<file path="src/rtl/top2_pkg.sv">
// Shared definitions for the top-two frame controller and its tracker:
// FSM state encoding, default data/counter widths and the frame-length width.
package top2_pkg;

  // Default sample width and occurrence-counter width.
  localparam int DEF_DW = 8;
  localparam int DEF_CW = 8;

  // Width of the optional per-frame sample counter (saturates at all ones).
  localparam int LEN_W = 16;

  // Controller states: IDLE waits for the first sample of a frame, RUN
  // accumulates the rest, REPORT holds the result until it is taken.
  typedef enum logic [1:0] {
    S_IDLE   = 2'd0,
    S_RUN    = 2'd1,
    S_REPORT = 2'd2
  } state_t;

endpackage : top2_pkg

</file>
<file path="src/rtl/top2_tracker.sv">
// Running top-two tracker: keeps the largest value and the largest value
// strictly below it, each with a saturating occurrence count.
// clr empties the tracker and has priority over upd.
module top2_tracker
  import top2_pkg::*;
#(
  parameter int DW = DEF_DW,
  parameter int CW = DEF_CW
) (
  input  logic          clk,
  input  logic          rst,
  input  logic          clr,
  input  logic          upd,
  input  logic [DW-1:0] x,
  output logic [DW-1:0] max,
  output logic [CW-1:0] max_cnt,
  output logic [DW-1:0] sec,
  output logic [CW-1:0] sec_cnt,
  output logic          sec_vld
);

  localparam logic [CW-1:0] CNT_ONE = CW'(1);
  localparam logic [CW-1:0] CNT_SAT = '1;

  // Separate occupancy flag so that a sample value of 0 is tracked like any other.
  logic max_vld;

  // Apply one accepted sample in priority order, or empty the tracker.
  // NOTE: every register here is assigned with <= so all updates in this
  // block see the pre-edge values (e.g. promotion copies the old max/count).
  always_ff @(posedge clk) begin
    if (rst || clr) begin
      max     <= '0;
      max_cnt <= '0;
      max_vld <= 1'b0;
      sec     <= '0;
      sec_cnt <= '0;
      sec_vld <= 1'b0;
    end else if (upd) begin
      if (!max_vld) begin
        max     <= x;
        max_cnt <= CNT_ONE;
        max_vld <= 1'b1;
      end else if (x > max) begin
        // New maximum: the old maximum becomes the runner-up with its count.
        sec     <= max;
        sec_cnt <= max_cnt;
        sec_vld <= 1'b1;
        max     <= x;
        max_cnt <= CNT_ONE;
      end else if (x == max) begin
        if (max_cnt != CNT_SAT) max_cnt <= max_cnt + CNT_ONE;
      end else if (!sec_vld || (x > sec)) begin
        sec     <= x;
        sec_cnt <= CNT_ONE;
        sec_vld <= 1'b1;
      end else if (x == sec) begin
        if (sec_cnt != CNT_SAT) sec_cnt <= sec_cnt + CNT_ONE;
      end
    end
  end

endmodule : top2_tracker

</file>
<file path="src/rtl/top2_frame_ctrl.sv">
// Frame controller around the top-two tracker. Accepts samples over a
// valid/ready stream delimited by in_last, then presents the frame's largest
// and second-largest distinct values with counts over a result handshake.
// Optional build macro: TOP2_FRAME_LEN_EN adds res_len, the saturating count
// of accepted samples in the frame.
module top2_frame_ctrl
  import top2_pkg::*;
#(
  parameter int DW = DEF_DW,
  parameter int CW = DEF_CW
) (
  input  logic             clk,
  input  logic             rst,
  input  logic             in_valid,
  input  logic [DW-1:0]    in_data,
  input  logic             in_last,
  output logic             in_ready,
  output logic             res_valid,
  input  logic             res_ready,
  output logic [DW-1:0]    res_max,
  output logic [CW-1:0]    res_max_cnt,
  output logic [DW-1:0]    res_sec,
  output logic [CW-1:0]    res_sec_cnt,
  output logic             res_sec_vld
`ifdef TOP2_FRAME_LEN_EN
  ,
  output logic [LEN_W-1:0] res_len
`endif
);

  state_t state;
  logic   accept;
  logic   res_hs;

  assign accept = in_valid && in_ready;
  assign res_hs = res_valid && res_ready;

  // Sequence IDLE -> RUN -> REPORT; in_ready and res_valid are registered
  // decodes of the next state so they change together with it.
  always_ff @(posedge clk) begin
    if (rst) begin
      state     <= S_IDLE;
      in_ready  <= 1'b1;
      res_valid <= 1'b0;
    end else begin
      unique case (state)
        S_IDLE, S_RUN: begin
          if (accept) begin
            state     <= in_last ? S_REPORT : S_RUN;
            in_ready  <= !in_last;
            res_valid <= in_last;
          end
        end
        S_REPORT: begin
          if (res_ready) begin
            state     <= S_IDLE;
            in_ready  <= 1'b1;
            res_valid <= 1'b0;
          end
        end
        default: begin
          state     <= S_IDLE;
          in_ready  <= 1'b1;
          res_valid <= 1'b0;
        end
      endcase
    end
  end

  // The tracker registers feed the result outputs directly; since in_ready is
  // low in REPORT nothing can update them until the handshake clears them.
  top2_tracker #(
    .DW(DW),
    .CW(CW)
  ) u_tracker (
    .clk     (clk),
    .rst     (rst),
    .clr     (res_hs),
    .upd     (accept),
    .x       (in_data),
    .max     (res_max),
    .max_cnt (res_max_cnt),
    .sec     (res_sec),
    .sec_cnt (res_sec_cnt),
    .sec_vld (res_sec_vld)
  );

`ifdef TOP2_FRAME_LEN_EN
  localparam logic [LEN_W-1:0] LEN_SAT = '1;

  // Count accepted samples of the current frame, cleared with the tracker.
  always_ff @(posedge clk) begin
    if (rst || res_hs) begin
      res_len <= '0;
    end else if (accept && (res_len != LEN_SAT)) begin
      res_len <= res_len + LEN_W'(1);
    end
  end
`endif

endmodule : top2_frame_ctrl

</file>
<file path="config.mk">
export PLATFORM = sky130hd
export DESIGN_NAME = top2_frame_ctrl
export DESIGN_NICKNAME = d
export VERILOG_FILES = /design/src/rtl/top2_pkg.sv /design/src/rtl/top2_tracker.sv /design/src/rtl/top2_frame_ctrl.sv
export SDC_FILE = /design/constraint.sdc
export NUM_CORES = 1
export LEC_CHECK = 0
export ABC_CLOCK_PERIOD_IN_PS = 3050
export BUFFER_PORTS_ARGS = -buffer_cell sky130_fd_sc_hd__clkbuf_2
export CAP_MARGIN = 20
export CORE_AREA = 4 4 83 85
export CTS_CLUSTER_SIZE = 12
export DETAILED_ROUTE_END_ITERATION = 6
export DIE_AREA = 0 0 87 89
export HOLD_SLACK_MARGIN = 0.02
export MAX_ROUTING_LAYER = met4
export PLACE_DENSITY = 0.61
export SETUP_SLACK_MARGIN = 0.2
export SLEW_MARGIN = 5
export SYNTH_ARGS = -nofsm -noshare
export SYNTH_HDL_FRONTEND = slang
export SYNTH_SLANG_ARGS = --single-unit
</file>
<file path="constraint.sdc">
create_clock -name clk -period 3.05 [get_ports clk]
set_input_delay 0.1525 -clock clk [delete_from_list [all_inputs] [get_ports clk]]
set_output_delay 0.1525 -clock clk [all_outputs]
set_load 0.005 [all_outputs]
</file>
==> reports/summary.json <==
{
  "run_status": {"value": "completed"},
  "per_cell_routed_wire_length": {"value": 15.5, "unit": "um"},
  "routed_wirelength": {"value": 6000, "unit": "um"},
  "drt_pass1_iterations": {"value": 4},
  "buffer_type_at_the_clock_tree_root": {"value": "clkbuf_8"},
  "timing.final.ws_setup": {"value": 0.599, "unit": "ns"},
  "cts_inserted_buffers": {"value": 5},
  "cts.repair_timing.setup_buffer_count": {"value": 0},
  "floorplan.die_area": {"value": 7740, "unit": "um^2"},
  "cells_along_the_critical_path": {"value": "inv_1, ha_1, nand4_4, nor2_4, or2_1, o211ai_2, a2111oi_2, a2111oi_2"},
  "vdd.ir_drop.worst": {"value": 0.186, "unit": "mV"},
  "cp_data_required_time": {"value": 3.18, "unit": "ns"},
  "clock_pin_slew_worst_setup_and_hold_paths": {"value": 0.07, "unit": "ns"},
  "die_y": {"value": 89, "unit": "um"},
  "num_rows": {"value": 29},
  "fin_util": {"value": 0.448},
  "initial_antenna_violation_count": {"value": 0},
  "start_util": {"value": 0.386},
  "post_synth_num_cell_types": {"value": 55},
  "critical-path-slowest-cell": {"value": "a2111oi_2"},
  "post-route-min-period": {"value": 2.45, "unit": "ns"},
  "pin_count_of_the_biggest_net_entering_global_routing": {"value": 25},
  "timing.critical_path.from_type": {"value": "flop"},
  "regArea": {"value": 741, "unit": "um^2"},
  "totalNegativeSetupSlack": {"value": 0, "unit": "ns"},
  "drv_slew": {"value": 0},
  "synth_area_leader_cell": {"value": "dfxtp_1"},
  "stdcell_count": {"value": 388},
  "critical-path-max-stage-delay": {"value": 0.47, "unit": "ns"},
  "worstSkewPairLatency": {"value": 0.29, "unit": "ns"},
  "design.core.area": {"value": 6200, "unit": "um^2"},
  "grt_pass1_vias": {"value": 1965},
  "worst_ep_arrival_time": {"value": 2.58, "unit": "ns"},
  "clockBufferDepth": {"value": 2},
  "p_total": {"value": 1.16, "unit": "mW"},
  "total_of_max_cap_violations": {"value": 0},
  "leakage": {"value": 1.13, "unit": "nW"},
  "achievable-frequency": {"value": 408, "unit": "MHz"},
  "num_vias": {"value": 2133},
  "fp.dieW": {"value": 87, "unit": "um"},
  "detailedPlacementHpwl": {"value": 4560, "unit": "um"},
  "critical-path-top-delay-family": {"value": "compound AO/OA/AOI/OAI gates"},
  "synth_top_flop_cell": {"value": "dfxtp_1"},
  "synth_area_per_cell": {"value": 9.04, "unit": "um^2"},
  "dp_worst_setup_slack": {"value": 0.617, "unit": "ns"},
  "gp_routability_congestion": {"value": 0.849},
  "n_fill_cell": {"value": 620},
  "final_cell_mix": {"value": "clkbuf_2, dfxtp_1, nor2_1"},
  "synth.yosys.seq_area_share": {"value": 0.309},
  "critical_path.max_fanout": {"value": 19},
  "holdCritPathClass": {"value": "primary input to flop"},
  "layout_commonest_cell": {"value": "clkbuf_2"},
  "post_cts_resize_count": {"value": 0},
  "finalNetCount": {"value": 342},
  "cts.htree.levels": {"value": 2},
  "first_iter_violations": {"value": 109},
  "critPathCaptureType": {"value": "flop"},
  "vias_per_cell": {"value": 5.50},
  "holdBufCountCts": {"value": 0},
  "synth.yosys.warnings": {"value": 0},
  "rsz0062_at_grt": {"value": "false"},
  "clock_tree_from_tritoncts": {"value": "done"},
  "grt_overflow": {"value": 0},
  "critical_path.n_buffers_inverters": {"value": 1},
  "power_per_cell_area": {"value": 417, "unit": "nW/um^2"},
  "holdWs": {"value": 0.0877, "unit": "ns"},
  "min_period_over_period": {"value": 0.803},
  "criticalPathCategory": {"value": "flop to flop"},
  "pin_count": {"value": 48},
  "post-synth-top-area-fraction": {"value": 0.309},
  "dp.cells": {"value": 381},
  "grt_first_pass_wirelength": {"value": 9920, "unit": "um"},
  "final.setup_skew": {"value": 0.00511, "unit": "ns"},
  "synth_enable_flop_cells": {"value": 0},
  "post-route-drc-count": {"value": 0},
  "number_of_endpoints_failing_setup_at_the_final_stage": {"value": 0},
  "layout_cell_share_with_drive_strength_beyond_1": {"value": 0.257},
  "grtUsageTotal": {"value": 0.166},
  "synth_cells": {"value": 265},
  "timing.final.hold_violations": {"value": 0},
  "num_antenna_cells": {"value": 0},
  "detail_route_antenna_nets": {"value": 0},
  "async_reset_ff_frac": {"value": 0},
  "area_growth_from_synthesis_to_final_layout": {"value": 16.0, "unit": "%"},
  "number_of_sinks_driven_by_the_clock_tree": {"value": 37},
  "worstMarginPinSlew": {"value": 0.866, "unit": "ns"},
  "detailed_place.area": {"value": 2690, "unit": "um^2"},
  "final_cell_area": {"value": 2780, "unit": "um^2"},
  "synth.net_count": {"value": 296},
  "critical-path-top-cell-by-count": {"value": "a2111oi_2"},
  "relSlewSlack": {"value": 0.423},
  "syn-cell-area": {"value": 2390, "unit": "um^2"},
  "area_of_the_multi_input_gates": {"value": 1510, "unit": "um^2"},
  "netlist_top_cells_area": {"value": "dfxtp_1, ha_1, mux2i_1, nor2_1, inv_1"},
  "number_of_synthesized_register_bits": {"value": 37},
  "port_buffers": {"value": 47}
}
## cell families (layout without fill, tap and decap cells)
logic type	count (synthesis)	count (layout)	share of synthesized area
and+or+nand+nor	78	78	0.183
AOI/OAI and AO/OA	77	77	0.271
DFF	37	37	0.309
buffers and inverters	35	81	0.0622
adders and majority gates	18	18	0.0940
muxes	15	15	0.0627
xor gates and xnor gates	5	5	0.0183
## where the power goes
part	switching (mW)	internal (mW)	total [mW]	leakage, nW
clock	0.174	0.180	0.353	0.0443
sequential	0.0253	0.507	0.532	0.301
combinational	0.163	0.111	0.274	0.783
## state kept, by name (all words and copies together), names as in the netlist
signal             cells
u_tracker.max          8
u_tracker.max_cnt      8
u_tracker.sec          8
u_tracker.sec_cnt      8
in_ready               1
res_valid              1
state                  1
u_tracker.max_vld      1
u_tracker.sec_vld      1
## cell usage after synthesis (all sizes together) (3+ instances only)
library cell,instances
a2111oi,8
a211oi,3
a21oi,20
a221oi,6
a22oi,4
a311oi,8
and4,3
buf,4
clkbuf,6
dfxtp,37
ha,18
inv,25
mux2i,15
nand2,18
nand3,4
nand4,6
nor2,30
nor3,4
o211ai,4
o22ai,4
or2,4
xnor2,5
## cell type report
class / count / share of cell area
timing repair buffer: 49 / 0.0901
clock buffer: 7 / 0.0311
tap: 77 / 0.0347
multi-input combinational: 193 / 0.544
sequential: 37 / 0.267
inverter: 25 / 0.0338
## layer usage
layer,share of wire,global-route usage,up-vias,routed length [um]
met5,0,-,-,0
met4,0.0090,0.0439,0,54
met1,0.48,0.226,987,2890
li1,-,-,1078,-
met2,0.46,0.256,61,2760
met3,0.049,0.0286,7,294
## worst paths after layout
| kind | from | to | slack, ns | cells after the start |
|---|---|---|---|---|
| worst max-delay path | u_tracker.max[7] | u_tracker.sec_cnt[0] | 0.60 | 8 |
| worst max register to register | u_tracker.max[7] | u_tracker.sec_cnt[0] | 0.60 | 8 |
| worst min register to register | u_tracker.sec_cnt[1] | u_tracker.sec_cnt[1] | 0.50 | 2 |
| worst min-delay path | rst | res_valid | 0.09 | 2 |
(Power assumes the default switching activity.)
